==> config.mk <==
export PLATFORM = sky130hd
export DESIGN_NAME = pipelined_rc_adder_flat
export DESIGN_NICKNAME = d
export VERILOG_FILES = /design/src/rtl/pipelined_rc_adder_pkg.sv /design/src/rtl/pipelined_rc_adder_if.sv /design/src/rtl/pipelined_rc_adder_slice.sv /design/src/rtl/pipelined_rc_adder.sv /design/src/flat_wrapper.sv
export SDC_FILE = /design/constraint.sdc
export NUM_CORES = 1
export LEC_CHECK = 0
export CORE_ASPECT_RATIO = 2
export CORE_MARGIN = 1
export CORE_UTILIZATION = 35
export DETAILED_ROUTE_END_ITERATION = 10
export GPL_TIMING_DRIVEN = 0
export PLACE_DENSITY = 0.72
export SYNTH_ARGS = -nofsm -noshare
export SYNTH_HDL_FRONTEND = slang
export SYNTH_SLANG_ARGS = --single-unit
==> constraint.sdc <==
create_clock -name clk -period 2.3 [get_ports clk]
set_input_delay 0.345 -clock clk [delete_from_list [all_inputs] [get_ports clk]]
set_output_delay 0.345 -clock clk [all_outputs]
set_load 0.03 [all_outputs]
==> src/rtl/pipelined_rc_adder_pkg.sv <==
// Shared types and elaboration helpers for the pipelined ripple-carry add/subtract unit.
package adder_pkg;

  typedef enum logic {
    OP_ADD = 1'b0,
    OP_SUB = 1'b1
  } op_e;

  // True when the datapath splits into whole, non-empty slices.
  function automatic bit width_ok(input int width, input int stages);
    if ((stages >= 1) && (stages <= width)) begin
      return (width % stages) == 0;
    end else begin
      return 1'b0;
    end
  endfunction

endpackage

==> src/rtl/pipelined_rc_adder_if.sv <==
// Producer/consumer handshake bundle for pipelined_rc_adder; the unit uses the slave side.
interface pipelined_rc_adder_if
  import adder_pkg::*;
#(
  parameter int WIDTH = 8
);
  logic             in_valid;
  logic             in_ready;
  op_e              op;
  logic [WIDTH-1:0] a;
  logic [WIDTH-1:0] b;
  logic             cin;
  logic             out_valid;
  logic             out_ready;
  logic [WIDTH-1:0] s;
  logic             co;
  logic             ovf;

  modport master (
    output in_valid, op, a, b, cin, out_ready,
    input  in_ready, out_valid, s, co, ovf
  );

  modport slave (
    input  in_valid, op, a, b, cin, out_ready,
    output in_ready, out_valid, s, co, ovf
  );
endinterface

==> src/rtl/pipelined_rc_adder_slice.sv <==
// Combinational SLICE-bit ripple adder built from full-adder equations; one per pipeline stage.
module rc_slice #(
  parameter int SLICE = 4
) (
  input  logic [SLICE-1:0] a,
  input  logic [SLICE-1:0] b,
  input  logic             cin,
  output logic [SLICE-1:0] s,
  output logic             co,
  output logic             c_msb_in
);
  logic [SLICE:0] c_s;

  // Bit-serial carry ripple through the slice.
  always_comb begin
    c_s    = '0;
    s      = '0;
    c_s[0] = cin;
    for (int i = 0; i < SLICE; i++) begin
      s[i]     = a[i] ^ b[i] ^ c_s[i];
      c_s[i+1] = (a[i] & b[i]) | (a[i] & c_s[i]) | (b[i] & c_s[i]);
    end
  end

  assign co       = c_s[SLICE];
  assign c_msb_in = c_s[SLICE-1];
endmodule

==> src/rtl/pipelined_rc_adder.sv <==
// Pipelined ripple-carry add/subtract: STAGES register stages, one SLICE-bit slice resolved per
// stage, carry handed stage to stage, global advance enable for full backpressure.
module pipelined_rc_adder
  import adder_pkg::*;
#(
  parameter int WIDTH  = 8,
  parameter int STAGES = 2
) (
  input logic                 clk,
  input logic                 rst,
  pipelined_rc_adder_if.slave bus
);
  localparam int SLICE = WIDTH / STAGES;

  if (!width_ok(WIDTH, STAGES)) begin : g_param_check
    $error("pipelined_rc_adder: WIDTH must be a multiple of STAGES and 1 <= STAGES <= WIDTH");
  end

  logic adv_s;

  // One global enable: the pipe moves whenever the output slot is empty or being drained.
  assign adv_s = !g_stage[STAGES-1].vld_r || bus.out_ready;

  for (genvar k = 0; k < STAGES; k++) begin : g_stage
    // Operand bits still unresolved when they reach this stage.
    localparam int IN_W = WIDTH - k * SLICE;

    logic                   vld_in_s;
    logic                   c_in_s;
    logic [IN_W-1:0]        a_in_s;
    logic [IN_W-1:0]        b_in_s;
    logic [(k+1)*SLICE-1:0] sum_nxt_s;
    logic [SLICE-1:0]       slice_s;
    logic                   co_s;
    logic                   cm_s;
    logic                   vld_r;
    logic                   c_r;
    logic [(k+1)*SLICE-1:0] sum_r;

    if (k == 0) begin : g_head
      // Subtract is folded in here: b' = ~b and carry-in forced to 1, cin ignored.
      always_comb begin
        vld_in_s = bus.in_valid;
        a_in_s   = bus.a;
        if (bus.op == OP_SUB) begin
          b_in_s = ~bus.b;
          c_in_s = 1'b1;
        end else begin
          b_in_s = bus.b;
          c_in_s = bus.cin;
        end
      end
      assign sum_nxt_s = slice_s;
    end else begin : g_body
      assign vld_in_s  = g_stage[k-1].vld_r;
      assign c_in_s    = g_stage[k-1].c_r;
      assign a_in_s    = g_stage[k-1].g_fwd.a_r;
      assign b_in_s    = g_stage[k-1].g_fwd.b_r;
      assign sum_nxt_s = {slice_s, g_stage[k-1].sum_r};
    end

    rc_slice #(
      .SLICE(SLICE)
    ) u_slice (
      .a        (a_in_s[SLICE-1:0]),
      .b        (b_in_s[SLICE-1:0]),
      .cin      (c_in_s),
      .s        (slice_s),
      .co       (co_s),
      .c_msb_in (cm_s)
    );

    // Stage valid, slice carry and the growing partial sum.
    always_ff @(posedge clk or posedge rst) begin
      if (rst) begin
        vld_r <= 1'b0;
        c_r   <= 1'b0;
        sum_r <= '0;
      end else if (adv_s) begin
        vld_r <= vld_in_s;
        c_r   <= co_s;
        sum_r <= sum_nxt_s;
      end
    end

    if (k < STAGES - 1) begin : g_fwd
      logic [IN_W-SLICE-1:0] a_r;
      logic [IN_W-SLICE-1:0] b_r;
      logic                  cm_unused_s;

      assign cm_unused_s = cm_s;

      // Skew registers carry the not-yet-added upper operand bits alongside the partial sum.
      always_ff @(posedge clk or posedge rst) begin
        if (rst) begin
          a_r <= '0;
          b_r <= '0;
        end else if (adv_s) begin
          a_r <= a_in_s[IN_W-1:SLICE];
          b_r <= b_in_s[IN_W-1:SLICE];
        end
      end
    end else begin : g_tail
      logic ovf_r;

      // Signed overflow from the carries into and out of the MSB of the last slice.
      always_ff @(posedge clk or posedge rst) begin
        if (rst) begin
          ovf_r <= 1'b0;
        end else if (adv_s) begin
          ovf_r <= co_s ^ cm_s;
        end
      end
    end
  end

  assign bus.in_ready  = adv_s;
  assign bus.out_valid = g_stage[STAGES-1].vld_r;
  assign bus.s         = g_stage[STAGES-1].sum_r;
  assign bus.co        = g_stage[STAGES-1].c_r;
  assign bus.ovf       = g_stage[STAGES-1].g_tail.ovf_r;
endmodule

==> src/flat_wrapper.sv <==
// flat-port wrapper written by rule: the top's interface ports become plain ports
module pipelined_rc_adder_flat import adder_pkg::*;
#(
  parameter int WIDTH  = 8,
  parameter int STAGES = 2
)
  (clk, rst, bus_in_valid, bus_op, bus_a, bus_b, bus_cin, bus_out_ready, bus_in_ready, bus_out_valid, bus_s, bus_co, bus_ovf);
  pipelined_rc_adder_if #(.WIDTH(WIDTH)) bus_i ();
  input logic clk;
  input logic rst;
  input wire logic [$bits(bus_i.in_valid)-1:0] bus_in_valid;
  input wire logic [$bits(bus_i.op)-1:0] bus_op;
  input wire logic [$bits(bus_i.a)-1:0] bus_a;
  input wire logic [$bits(bus_i.b)-1:0] bus_b;
  input wire logic [$bits(bus_i.cin)-1:0] bus_cin;
  input wire logic [$bits(bus_i.out_ready)-1:0] bus_out_ready;
  output wire logic [$bits(bus_i.in_ready)-1:0] bus_in_ready;
  output wire logic [$bits(bus_i.out_valid)-1:0] bus_out_valid;
  output wire logic [$bits(bus_i.s)-1:0] bus_s;
  output wire logic [$bits(bus_i.co)-1:0] bus_co;
  output wire logic [$bits(bus_i.ovf)-1:0] bus_ovf;
  assign bus_i.in_valid = bus_in_valid;
  assign bus_i.op = bus_op;
  assign bus_i.a = bus_a;
  assign bus_i.b = bus_b;
  assign bus_i.cin = bus_cin;
  assign bus_i.out_ready = bus_out_ready;
  assign bus_in_ready = bus_i.in_ready;
  assign bus_out_valid = bus_i.out_valid;
  assign bus_s = bus_i.s;
  assign bus_co = bus_i.co;
  assign bus_ovf = bus_i.ovf;
  pipelined_rc_adder #(.WIDTH(WIDTH), .STAGES(STAGES)) u_core (.clk(clk), .rst(rst), .bus(bus_i));
endmodule
==> impl_metrics.prom <==
# TYPE chip_impl_metric gauge
chip_impl_metric{name="io_buffer_count",unit=""} 32
chip_impl_info{name="timing.setup.critical_path_class",value="in -> reg"} 1
chip_impl_metric{name="yosys_register_bits",unit=""} 25
chip_impl_info{name="cts_tree",value="built"} 1
chip_impl_info{name="synth_top_cells_by_area",value="dfrtp_1, mux2_4, fa_1"} 1
chip_impl_metric{name="clkSinkCount",unit=""} 25
chip_impl_metric{name="dr.first_iter.drc_count",unit=""} 17
chip_impl_metric{name="max-slew-margin-rel",unit=""} 0.386
chip_impl_metric{name="die_h",unit="um"} 88.1
chip_impl_info{name="clock_tree.root_cell",value="clkbuf_8"} 1
chip_impl_metric{name="globalRouteTotalUtil",unit=""} 0.136
chip_impl_metric{name="syn_inst",unit=""} 88
chip_impl_info{name="synth_area_leader_cell",value="dfrtp_1"} 1
chip_impl_metric{name="detailedRoute.firstPassIterationCount",unit=""} 4
chip_impl_info{name="min-delay-path-class",value="in -> reg"} 1
chip_impl_metric{name="sum_of_routed_wire_length_over_all_layers",unit="um"} 2440
chip_impl_metric{name="timing.clock.skew",unit="ns"} 0.00573
chip_impl_metric{name="syn_to_layout_area_delta",unit="%"} 40.9
chip_impl_metric{name="path_clk_slew",unit="ns"} 0.09
chip_impl_metric{name="die-area",unit="um^2"} 3970
chip_impl_metric{name="fmax",unit="MHz"} 440
chip_impl_metric{name="globalplace.congestion",unit=""} 0.807
chip_impl_info{name="run_status",value="complete, no violations"} 1
chip_impl_metric{name="design_area",unit="um^2"} 1830
chip_impl_metric{name="drc",unit=""} 0
chip_impl_metric{name="powerDensity",unit="nW/um^2"} 892
chip_impl_metric{name="grt_antenna_before_repair",unit=""} 0
chip_impl_metric{name="syn_area_per_cell",unit="um^2"} 14.7
chip_impl_metric{name="placeableCoreArea",unit="um^2"} 3570
chip_impl_metric{name="ctsLongestPathBuffers",unit=""} 2
chip_impl_metric{name="worst_skew_pair.late_latency",unit="ns"} 0.26
chip_impl_metric{name="yosysSeqAreaShare",unit=""} 0.482
chip_impl_metric{name="fin_total_pwr",unit="uW"} 1630
chip_impl_metric{name="crit_arrival",unit="ns"} 2.42
chip_impl_metric{name="setup-violations-final",unit=""} 0
chip_impl_metric{name="grt_pass1_vias",unit=""} 804
chip_impl_metric{name="mappedNetlistNets",unit=""} 118
chip_impl_metric{name="worst_pin_slew",unit="ns"} 0.920
chip_impl_metric{name="final-max-slew-violation-count",unit=""} 0
chip_impl_metric{name="cap_viol_max_count",unit=""} 0
chip_impl_metric{name="worstPathMaxFanout",unit=""} 7
chip_impl_metric{name="std_cell_rows",unit=""} 31
chip_impl_metric{name="detailedPlace.worstSlack",unit="ns"} -0.507
chip_impl_info{name="startpoint_type",value="input port"} 1
chip_impl_metric{name="postCtsHoldBufs",unit=""} 0
chip_impl_metric{name="area_after_dpl",unit="um^2"} 1700
chip_impl_metric{name="fillerInstances",unit=""} 316
chip_impl_metric{name="h_tree_depth",unit=""} 1
chip_impl_info{name="critical_path.endpoint_type",value="flop"} 1
chip_impl_metric{name="via_count",unit=""} 791
chip_impl_metric{name="leakagePower",unit="uW"} 0.000827
chip_impl_metric{name="pin_count_of_the_biggest_net_entering_global_routing",unit=""} 26
chip_impl_metric{name="grt_pass1_wl",unit="um"} 3900
chip_impl_metric{name="start_util",unit=""} 0.364
chip_impl_metric{name="post_layout_min_period",unit="ns"} 2.27
chip_impl_metric{name="tritoncts.num_buffers",unit=""} 3
chip_impl_metric{name="yosys_warnings",unit=""} 0
chip_impl_metric{name="drive_gt1_frac",unit=""} 0.394
chip_impl_metric{name="final_critical_path_share_of_the_clock_period",unit=""} 0.988
chip_impl_metric{name="vdd_drop_max",unit="uV"} 374
chip_impl_metric{name="finalNetCount",unit=""} 163
chip_impl_metric{name="library_cells_used_by_synthesis",unit=""} 16
chip_impl_metric{name="synth_top_area_share",unit=""} 0.482
chip_impl_metric{name="global_route.overflow_total",unit=""} 0
chip_impl_metric{name="final_routed_wire_length_divided_by_cell_count",unit="um"} 13.5
chip_impl_metric{name="synth.cell_area",unit="um^2"} 1300
chip_impl_metric{name="crit_required",unit="ns"} 2.45
chip_impl_metric{name="antenna_left",unit=""} 0
chip_impl_metric{name="diodes_inserted",unit=""} 0
chip_impl_metric{name="routed_via_density",unit=""} 4.37
chip_impl_metric{name="count_of_boundary_i_o_pins",unit=""} 34
chip_impl_info{name="mostFrequentLayoutCells",value="clkdlybuf4s50_1, dfrtp_1, mux2_4"} 1
chip_impl_metric{name="hold_viol_final",unit=""} 0
chip_impl_metric{name="die-width",unit="um"} 45.1
chip_impl_metric{name="post-route-worst-setup-slack",unit="ns"} 0.0276
chip_impl_info{name="mostFrequentLayoutCell",value="clkdlybuf4s50_1"} 1
-- registers in the layout, summed over array words and instances (netlist names) --
name / count
u_core.g_stage.g_fwd.b_r: 4
u_core.g_stage.sum_r: 4
u_core.g_stage.c_r: 1
u_core.g_stage.g_fwd.a_r: 4
u_core.g_stage.vld_r: 1
u_core.bus.s: 8
u_core.bus.ovf: 1
u_core.bus.out_valid: 1
u_core.bus.co: 1
-- layer usage --
metal  global-route usage  share of wire  vias to the layer above
li1                     -              -                      362
met1                0.154           0.34                      406
met2                0.249           0.62                       19
met3              0.00206          0.019                        4
met4               0.0716          0.022                        0
met5                    0              0                        -
-- cells by family after synthesis --
logic type                 after synthesis  share of synthesized area
muxes                                   20                      0.206
AOI/OAI and AO/OA                        4                     0.0154
and+or+nand+nor                          7                     0.0434
xor gates and xnor gates                 9                     0.0607
DFF                                     25                      0.482
buffers and inverters                   15                     0.0685
adders and majority gates                8                      0.123
-- metrics by stage --
stage / TNS [ns] / cells / hold WS [ns] / utilization
finish: 0 / 181 / 0.472 / 0.512
global route: -0.000901 / 181 / 0.479 / 0.512
CTS: -0.0449 / 174 / 0.426 / 0.494
detailed placement: -1.43 / 169 / 0.468 / 0.477
global placement: -1.11 / 169 / 0.453 / 0.477
floorplan: -0.231 / 88 / 0.372 / -
-- repair_timing --
item                       in CTS  in global routing
setup buffers                   1                  7
pin swaps                       4                 10
setup endpoints to repair       5                  3
resized for setup               7                 12
-- cells in the mapped netlist --
cell type and n:
mux2_2 6, buf_12 1, xor2_1 5, buf_2 1, buf_6 2, dfrtp_1 25
inv_1 11, nand2b_1 1, fa_1 8, nor3b_1 4, or2_2 1, nand2b_4 1
mux2_4 12, mux2i_1 2, a21oi_1 4, xnor2_1 4
-- cell type report --
type / count / area [um^2] / share of cell area
clock buffer: 3 / 41.3 / 0.0226
clock inverter: 1 / 5.00 / 0.00274
buffer: 4 / 62.6 / 0.0342
multi-input combinational: 48 / 621 / 0.339
sequential: 25 / 626 / 0.342
timing repair buffer: 40 / 370 / 0.203
inverter: 11 / 41.3 / 0.0226
tap: 49 / 61.3 / 0.0335
-- power breakdown --
part	total [uW]	switching, uW	internal [uW]
Clock	254	133	121
Combinational	731	347	384
Sequential	646	79.0	567
-- final timing paths --
| path | start | end | slack, ns | cells past startpoint |
|---|---|---|---|---|
| worst max-delay path | bus_op | u_core.g_stage[0].sum_r[3] | 0.03 | 9 |
| worst min-delay path | bus_op | u_core.g_stage[0].g_fwd.b_r[0] | 0.47 | 4 |
| max in group asynchronous | rst | u_core.g_stage[0].g_fwd.b_r[2] | 1.15 | 2 |
| worst max register to register | u_core.g_stage[0].g_fwd.a_r[0] | u_core.bus.ovf | 0.06 | 9 |
| min in group asynchronous | rst | u_core.bus.s[1] | 0.59 | 2 |
| worst min register to register | u_core.g_stage[0].vld_r | u_core.bus.out_valid | 0.49 | 1 |
-- critical path, cell delays in order --
cell and delay (ns):
buf_12 0.11, or2_4 0.23, fa_2 0.39, fa_2 0.34, inv_2 0.07, fa_2 0.19
inv_2 0.04, fa_2 0.44, mux2_4 0.26
No activity file was read; power rests on OpenSTA's default activity.
